### src/rtl/prio_encoder_rr.sv
// Registered priority encoder: sticky request capture, fixed or round-robin selection,
// valid/ready output slot with pending count and overrun indication.
module prio_encoder_rr #(
  parameter int unsigned N       = 4,
  parameter int unsigned W       = $clog2(N),
  parameter bit          RR_MODE = 1'b0
) (
  input  logic                   clk,
  input  logic                   rst,
  input  logic [N-1:0]           req_i,
  input  logic                   out_ready,
  output logic                   out_valid,
  output logic [W-1:0]           out_idx,
  output logic                   out_multi,
  output logic [$clog2(N+1)-1:0] pend_cnt,
  output logic                   overrun_o
);

  localparam int unsigned CW = $clog2(N + 1);

  logic [N-1:0]  pending;
  logic [W-1:0]  ptr;

  logic [N-1:0]  cand_c;
  logic [N-1:0]  pick_oh_c;
  logic [N-1:0]  pend_nxt_c;
  logic [W-1:0]  pick_c;
  logic [W-1:0]  rr_idx_c;
  logic [CW-1:0] cand_cnt_c;
  logic          load_c;
  logic          grant_c;

  function automatic logic [CW-1:0] popcnt(input logic [N-1:0] v);
    logic [CW-1:0] c;
    c = '0;
    for (int i = 0; i < int'(N); i++) c = c + CW'(v[i]);
    return c;
  endfunction

  function automatic logic [W-1:0] wrap_add(input logic [W-1:0] base, input int unsigned off);
    return W'((32'(base) + off) % N);
  endfunction

  assign cand_c  = pending | req_i;
  assign load_c  = !out_valid || out_ready;
  assign grant_c = load_c && (cand_c != '0);

  // Selection: fixed keeps the highest set index; round-robin keeps the nearest
  // set index after ptr, so the loop runs from the farthest offset inward.
  always_comb begin
    pick_c   = '0;
    rr_idx_c = '0;
    if (RR_MODE) begin
      for (int k = int'(N); k >= 1; k--) begin
        rr_idx_c = wrap_add(ptr, 32'(k));
        if (cand_c[rr_idx_c]) pick_c = rr_idx_c;
      end
    end else begin
      for (int i = 0; i < int'(N); i++) begin
        if (cand_c[i]) pick_c = W'(i);
      end
    end
  end

  assign pick_oh_c  = N'(1) << pick_c;
  assign cand_cnt_c = popcnt(cand_c);
  // A granted bit is dropped from pending; with no grant everything is kept.
  assign pend_nxt_c = grant_c ? (cand_c & ~pick_oh_c) : cand_c;

  always_ff @(posedge clk) begin
    if (rst) begin
      pending   <= '0;
      pend_cnt  <= '0;
      out_valid <= 1'b0;
      out_idx   <= '0;
      out_multi <= 1'b0;
      overrun_o <= 1'b0;
      ptr       <= W'(N - 1);
    end else begin
      pending   <= pend_nxt_c;
      pend_cnt  <= popcnt(pend_nxt_c);
      overrun_o <= |(req_i & pending);
      if (load_c) begin
        out_valid <= grant_c;
        if (grant_c) begin
          out_idx   <= pick_c;
          out_multi <= (cand_cnt_c > CW'(1));
          if (RR_MODE) ptr <= pick_c;
        end
      end
    end
  end

endmodule

### config.mk
export PLATFORM = sky130hd
export DESIGN_NAME = prio_encoder_rr
export DESIGN_NICKNAME = d
export VERILOG_FILES = /design/src/rtl/prio_encoder_rr.sv
export SDC_FILE = /design/constraint.sdc
export NUM_CORES = 1
export LEC_CHECK = 0
export BUFFER_PORTS_ARGS = -buffer_cell sky130_fd_sc_hd__buf_2
export CORE_AREA = 4 4 41 43
export CTS_BUF_LIST = sky130_fd_sc_hd__clkbuf_8
export DETAILED_ROUTE_END_ITERATION = 7
export DIE_AREA = 0 0 45 47
export PLACE_DENSITY = 0.65
export SYNTH_ARGS = -nofsm -noshare
export SYNTH_HDL_FRONTEND = slang
export SYNTH_SLANG_ARGS = --single-unit
### constraint.sdc
create_clock -name clk -period 4 [get_ports clk]
set_clock_uncertainty 0.05 [all_clocks]
set_input_delay 0.6 -clock clk [delete_from_list [all_inputs] [get_ports clk]]
set_output_delay 0.6 -clock clk [all_outputs]
set_load 0.02 [all_outputs]
After elaboration in Yosys (flattened, before gate mapping) --
Index checks and enable logic that the tools add are counted.
Storage, ports and cells: memories 0, RAM bits 0, latch bits 0, register bits after elaboration 12, output and inout bits 8, bits in read-only memories 0, bits of input ports 7
Operators by class: muxes and demuxes 4, shift operators 1, reduce and logical (&&, ||, !) cells 6, $mul 0, magnitude comparators 1, add/subtract/negate cells 6, bitwise gates (word level) 4, divide/modulo/power cells 0, equal/unequal tests 0
Operator list (number):
- 4-bit bitwise AND | 2
- 2-bit by 1-bit adder with 3-bit output | 2
- 3-bit by 1-bit adder with 3-bit output | 2
- 1-bit by 1-bit adder with 2-bit output | 2
- 2-bit 2-to-1 mux | 2
- 4-bit 2-to-1 mux | 1
- 4-bit inverter | 1
- 4-bit bitwise OR | 1
- 4-bit nonzero test | 1
- 4-bit OR reduction | 1
- 1-bit by 2-bit left shift with 4-bit output, first input constant | 1
- 3-bit by 1-bit greater-than comparator with 1-bit output, second input constant | 1
- 2-bit AND reduction | 1
- 1-bit logical AND | 1
- 1-bit logical NOT | 1
- 1-bit logical OR | 1
- 1-bit 2-to-1 mux | 1

Longest topological paths before layout --
Gate-level depths: netlist (run 1).
word-level depth 11, mapped depth 9, depth with buffers taken out 9

Worst setup path before layout (run 1) --
OpenSTA, ideal clock, no wires.
path kind input-to-reg, from input req_i[3], to register pend_cnt[1], stages 7, arrival 2.500 ns, buffers on the path 0, library setup time 0.128 ns, slack 1.322 ns, cells stage by stage or4_4 > nor4_1 > nor2_1 > fa_1 > ha_1 > ha_1 > nor2b_1
On the way: word-level cells in the longest chain between the ends 9, elaborated cells on any way between the ends 11
Ends and longest elaborated chain:
- start: declaration | RTL line 10 | input logic [N-1:0] req_i,
- 4-bit bitwise OR (*) | RTL line 44 | assign cand_c = pending | req_i;
- 2-bit 2-to-1 mux | RTL line 60 | if (cand_c[i]) pick_c = W'(i);
- 1-bit by 2-bit left shift with 4-bit output | RTL line 65 | assign pick_oh_c = N'(1) << pick_c;
- 4-bit inverter | RTL line 68 | assign pend_nxt_c = grant_c ? (cand_c & ~pick_oh_c) : cand_c;
- 4-bit bitwise AND | RTL line 68
- 4-bit 2-to-1 mux (*) | RTL line 68
- via pend_nxt_c[0] | RTL line 26 | logic [N-1:0] pend_nxt_c;
- 1-bit by 1-bit adder with 2-bit output (*) | RTL line 36 | for (int i = 0; i < int'(N); i++) c = c + CW'(v[i]);
- 2-bit by 1-bit adder with 3-bit output (*) | RTL line 36
- 3-bit by 1-bit adder with 3-bit output (*) | RTL line 36
- end signal: assignment | RTL line 81 | pend_cnt <= popcnt(pend_nxt_c);
- end: declaration | RTL line 15 | output logic [$clog2(N+1)-1:0] pend_cnt,
The timed path passes the listed nets; every way through them passes the cells marked *. A chain may end at the register's enable or synchronous reset.

Worst setup path in the final report (run 1) --
from input req_i[1], to register pend_cnt[1]
On the way: word-level cells in the longest chain between the ends 11, elaborated cells on any way between the ends 13
Ends and longest elaborated chain (RTL line):
- 4-bit bitwise OR (*) | 44
- 1-bit 2-to-1 mux | 60
- 2-bit 2-to-1 mux (2 in a row) | 60
- 1-bit by 2-bit left shift with 4-bit output | 65
- 4-bit inverter | 68
- 4-bit bitwise AND | 68
- 4-bit 2-to-1 mux (*) | 68
- via pend_nxt_c[0] | 26
- 1-bit by 1-bit adder with 2-bit output (*) | 36
- 2-bit by 1-bit adder with 3-bit output (*) | 36
- 3-bit by 1-bit adder with 3-bit output (*) | 36
Marked as above.

==> metrics.txt, run 1 <==
status=finished, final reports clean; Unique masters post-synth=19; Worst Tran Pin Value=0.412 ns; Slew headroom=72.3%; IO Pins=15; vias in the first global route=464; post-CTS setup buffer count=0; IO Port Bufs=14; fin crit period=around 2.7 ns; first-pass GRT wire length=1.89 mm; unrepaired setup endpoints after global routing=no; area of the die=2120 um2; Tightest Hold Check Type=flip-flop to flip-flop; leakage power=0.000318 uW; routed wire length=1.14 mm; Worst VDD drop=between 0.15 and 0.2 mV; later-pin clock latency in the skew report=roughly 0.24 ns; Std-Cell Rows=13; Netlist Area Pre-Place=around 550 um2; Setup violations, final=0; CP Max Fanout=5; area growth from synthesis to layout=23.1%; crit path kind=input port to flip-flop; Syn. warnings=0; highest clock rate=0.367 GHz; CP Cell Sequence=buf_2 -> or2_2 -> inv_1 -> ha_1 -> nor4_1 -> nor2_1 -> fa_1 -> ha_1 -> ha_1 -> nor2b_1; clock tree sinks=12; Die H=approximately 47 um; synthesis-stage register bit count=12; final period utilization=between 60% and 70%; critical path's top delay family=adder cells; dpl hpwl=829 um; P per Cell Area=452 nW/um2; first-pass iteration count of the detailed router=4; CP Data Required Time=4.07 ns; DR vias=458; quantity of hold-fixing buffers added after cts=0; DR WL/cell=12.5 um; Syn Area/Cell=a little over 9 um2; worst path arrival time=between 2 and 3 ns; core area=1300 um2; maxcap violations=0; antenna cells=0; Worst Setup Start Kind=input port; cells after synthesis=60; WP buf/inv=2; Iteration-0 DRC Markers=14; Final Hold Violating Endpoints=0; initial core utilization=42.1%; clk buf depth=2; Core Util, Final=~52%; initial antenna violation count=0; DR vias/cell=5.03; post-synthesis net count=72; Crit path top cell by count=ha_1; largest net degree at the start of global routing=14; CTS H-tree lvls=1; DIE WIDTH=45 um; setup_tns=0 ns; antenna viol nets, final=0; fin nets=90; CP max stage cell=fa_1; largest stage delay on the critical path=about 0.49 ns; Clock Tree Root=clkbuf_8; cts bufs inserted=3; # DRC=0; Seq/Total Area, Yosys=43.8%; share of layout cells above drive strength 1=26.3%; GP Congestion=0.770; Resized cells post-CTS=0; register clock-pin slew on the reported worst setup and hold paths=about 0.050 ns; Slew Limit Fails=0; Tot GR Track Use=12.9%; Worst setup EP type=flip-flop; CTS tree=done; reg2reg setup slack=roughly 1.4 ns; GRT overflow=0
## stage by stage
| stage | cell area (um2) | worst slack, ns | hold slack, ns | total power, uW | std cells |
|---|---|---|---|---|---|
| after detailed placement | 633 | 1.09 | 0.415 | 198 | 88 |
| after CTS | 674 | 1.34 | 0.424 | 308 | 91 |
| after global routing | 674 | 1.13 | 0.467 | 323 | 91 |
| final | 674 | 1.27 | 0.416 | 305 | 91 |
| after floorplan | 548 | 1.32 | 0.448 | 179 | 60 |
| after global placement | 633 | 1.13 | 0.411 | 197 | 88 |
## synthesized netlist by cell type
library cell  instances  area [um2]
nor2b_1               5        31.3
clkbuf_1              1        3.75
mux2_1                1        11.3
or4_4                 1        11.3
nand2b_1              1        6.26
ha_1                  3        37.5
a22oi_1               2        15.0
nand2_1               1        3.75
o21ai_0               3        15.0
o21ai_2               1        8.76
fa_1                  2        40.0
nor3_1                7        35.0
or2_2                 1        6.26
nor2_1                8        30.0
a221oi_1              1        8.76
dfxtp_1              12         240
a21oi_1               3        15.0
inv_1                 6        22.5
nor4_1                1        6.26
## path summary, 6_finish.rpt
path                                 from                      end  cells past startpoint
hold reg to reg   out_idx[0]$_SDFFE_PP0P_  out_idx[0]$_SDFFE_PP0P_                      2
hold / removal    out_idx[0]$_SDFFE_PP0P_  out_idx[0]$_SDFFE_PP0P_                      2
setup / recovery                 req_i[1]   pend_cnt[1]$_SDFF_PP0_                     10
setup reg to reg    pending[1]$_SDFF_PP0_   pend_cnt[1]$_SDFF_PP0_                      9
## worst reg2reg max path: cells and delay by family, from the launching register on
kind,cells,cell delay (ns)
simple gates,4,0.84
buf+inv,1,0.08
flops,1,0.32
fa+ha+maj,4,1.21
## kinds of logic (layout without fill, tap and decap cells)
logic type | count (synthesis) | in the layout | synth area share, %
fa+ha+maj | 5 | 5 | 14.2
simple gates | 25 | 25 | 23.7
buf+inv | 7 | 23 | 4.79
compound gates | 10 | 10 | 11.4
flops | 12 | 12 | 43.8
mux | 1 | 1 | 2.05
## registers in the layout (all words and copies together), names as in the netlist
name	flops
out_idx	2
out_multi	1
overrun_o	1
pending	4
pend_cnt	3
out_valid	1
## power breakdown
part	internal [uW]	switching, uW	total, uW
sequential	131	4.44	135
clock	66.2	42.6	109
combinational	24.1	36.7	60.8
total	221	83.8	305
## per-layer routing
layer | wire length (um) | track usage [%] | vias up
li1 | - | - | 236
met1 | 541 | 15.0 | 208
met2 | 530 | 19.8 | 12
met3 | 57 | 3.45 | 2
met4 | 12 | 10.5 | 0
met5 | 0 | 0 | -
## layout by cell type (no fill, tap or decap), types with 2 or more instances in the layout
master / n
a21oi_1: 3
a22oi_1: 2
buf_2: 14
clkbuf_8: 3
dfxtp_1: 12
fa_1: 2
ha_1: 3
inv_1: 6
nor2_1: 8
nor2b_1: 5
nor3_1: 7
o21ai_0: 3
## layout make-up
type,count,area (um2)
repair buffers,14,70.1
well taps,15,18.8
inverters,6,22.5
clock buffers,3,41.3
multi-input cells,41,282
fillers,131,627
flip-flops and latches,12,240
No activity file was read; power rests on OpenSTA's default activity.
==> run 2: changes to the inputs <==
clock period = 2.7 ns   (was 4 ns; I/O delays follow)
==> run 2 against run 1 <==
Net effect:
- cell count grew 5.5%
- routed wire length shrank 9.4%
- critical path depth shrank 3
- critical endpoint unchanged
==> metrics.txt, run 2 (same netlist as run 1, synthesis figures left out) <==
IO Pins=15 (unchanged); later-pin clock latency in the skew report=0.24 ns (about the same); Worst Setup Start Kind=flip-flop; Tot GR Track Use=12.4% (-0.47 points); GRT overflow=0 (unchanged); highest clock rate=0.408 GHz; clk buf depth=2 (unchanged); maxcap violations=0 (unchanged); register clock-pin slew on the reported worst setup and hold paths=0.05 ns (about the same); final period utilization=90.8%; hold path depth=3 (+1); largest net degree at the start of global routing=14 (unchanged); Core Util, Final=55.7% (+3.8 points); Clock Tree Root=clkbuf_8; dpl ws=0.00805 ns (-1.09 ns); most frequent cells in the layout=14 x buf_2, 12 x dfxtp_1, 8 x nor2_1; sw power=125 uW (+49%); max reg flops=4 (unchanged); Slew Limit Fails=0 (unchanged); CP max stage cell=or4_4; GP Congestion=0.717 (-6.9%); P_int=362 uW (+64%); R2R cell count=7 (-2); combinational group share of total power=19.3% (-0.6 points); DIE WIDTH=45 um (unchanged); fin nets=94 (+4.4%); Iteration-0 DRC Markers=6 (-8); IO Port Bufs=14 (unchanged); area growth from synthesis to layout=32.2%; Worst setup EP type=flip-flop; HP Start=req_i[0]; CP Cell Sequence=or4_4 -> nor4_2 -> nor2_1 -> fa_1 -> ha_1 -> ha_1 -> nor2b_1; cts bufs inserted=3 (unchanged); Flop pwr share=41.0% (-3.4 points); largest stage delay on the critical path=0.58 ns (+0.09 ns); area of the die=2120 um2 (unchanged); Tightest Hold Check Type=input port to flip-flop; hold worst-path end=overrun_o$_SDFF_PP0_; CTS tree=done; DR vias=473 (+3.3%); CP Data Required Time=2.78 ns (-1.29 ns); commonest non-fill, non-tap cell in the layout=buf_2; Final Hold Violating Endpoints=0 (unchanged); CP Max Fanout=4 (-1); crit path kind=flip-flop to flip-flop; Top reg by flops=pending; Worst Tran Pin Value=0.367 ns (-0.0456 ns); setup_tns=0 ns (unchanged); Std-Cell Rows=13 (unchanged); initial antenna violation count=0 (unchanged); reg2reg start=pending[3]$_SDFF_PP0_; antenna viol nets, final=0 (unchanged); # DRC=0 (unchanged); P per Cell Area=673 nW/um2 (+49%); share of layout cells above drive strength 1=32.1% (+5.8 points); antenna cells=0 (unchanged); reg-to-reg endpoint=pend_cnt[1]$_SDFF_PP0_; unrepaired setup endpoints after global routing=no; top flop regs=pending (4), pend_cnt (3), out_idx (2); core area=1300 um2 (unchanged); DR vias/cell=4.93 (-2.1%); fin crit period=2.45 ns; clock tree sinks=12 (unchanged); dpl hpwl=783 um (-5.5%); Worst VDD drop=0.434 mV (+130%); worst path arrival time=2.53 ns (-0.27 ns); status=finished, final reports clean; CTS H-tree lvls=1 (unchanged); Slew headroom=75.5% (+3.2 points); routed wire length=1.04 mm (-9.4%); first-pass GRT wire length=1.77 mm (-6.2%); DR WL/cell=10.8 um (-14%); sw frac=25.6% (-1.8 points); leakage power=0.000345 uW (+8.4%); post-CTS setup buffer count=0 (unchanged); Clock power frac=39.7% (+4.0 points); post-route setup slack=0.249 ns (-1.02 ns); first-pass iteration count of the detailed router=5 (+1); reg2reg setup slack=0.25 ns (-1.14 ns); initial core utilization=42.1% (unchanged); vias in the first global route=430 (-7.3%); Crit path top cell by count=ha_1; Die H=47 um (unchanged); Setup violations, final=0 (unchanged)
run 2: power groups by stage:
stage	Combinational, uW	Clock, uW	Sequential (uW)
floorplan	44.9	0	220
global placement	93.7	0	203
detailed placement	93.6	0	204
CTS	94.9	199	200
global route	108	208	202
finish	93.9	193	200
run 2: worst max-delay path, delay by kind of cell (launching register included):
| family | cells | cell delay, ns |
|---|---|---|
| adders and majority gates | 3 | 0.94 |
| DFF | 1 | 0.33 |
| and+or+nand+nor | 4 | 1.03 |
run 2: area by class of cell:
type / instances / area (um2)
clock buffers: 4 / 55.1
fillers: 121 / 577
inverters: 6 / 22.5
multi-input cells: 41 / 288
flip-flops and latches: 12 / 240
well taps: 15 / 18.8
repair buffers: 18 / 100
run 2: worst max path at each step:
stage	depth (start not counted)	startpoint	slack, ns	endpoint
floorplan	7	req_i[3]	0.22	pend_cnt[1]$_SDFF_PP0_
global placement	8	req_i[3]	-0.01	pend_cnt[1]$_SDFF_PP0_
detailed placement	8	req_i[3]	0.008	pend_cnt[1]$_SDFF_PP0_
CTS	7	pending[3]$_SDFF_PP0_	0.15	pend_cnt[1]$_SDFF_PP0_
global route	7	pending[3]$_SDFF_PP0_	0.10	pend_cnt[1]$_SDFF_PP0_
finish	7	pending[3]$_SDFF_PP0_	0.25	pend_cnt[1]$_SDFF_PP0_
run 2: per-layer routing:
| metal | routed length (um) | share of wire (%) | vias up | global-route usage [%] |
|---|---|---|---|---|
| li1 | - | - | 245 | - |
| met5 | 0 | 0 | - | 0 |
| met4 | 35 | 3.4 | 0 | 10.5 |
| met3 | 65 | 6.3 | 5 | 4.98 |
| met2 | 440 | 43 | 14 | 17.8 |
| met1 | 493 | 48 | 209 | 14.4 |
run 2: what timing repair did:
item	in CTS	in global routing
hold buffers	0	0
endpoints found under the hold margin	0	0
endpoints found under the setup margin	0	1
gates resized for setup	0	1
run 2: metrics by stage:
stage	power [uW]	std cells	area [um2]	hold slack, ns
after floorplan	265	60	548	0.427
after global placement	297	92	663	0.411
after detailed placement	297	92	663	0.415
after CTS	494	96	718	0.408
after global routing	518	96	724	0.443
final	487	96	724	0.413
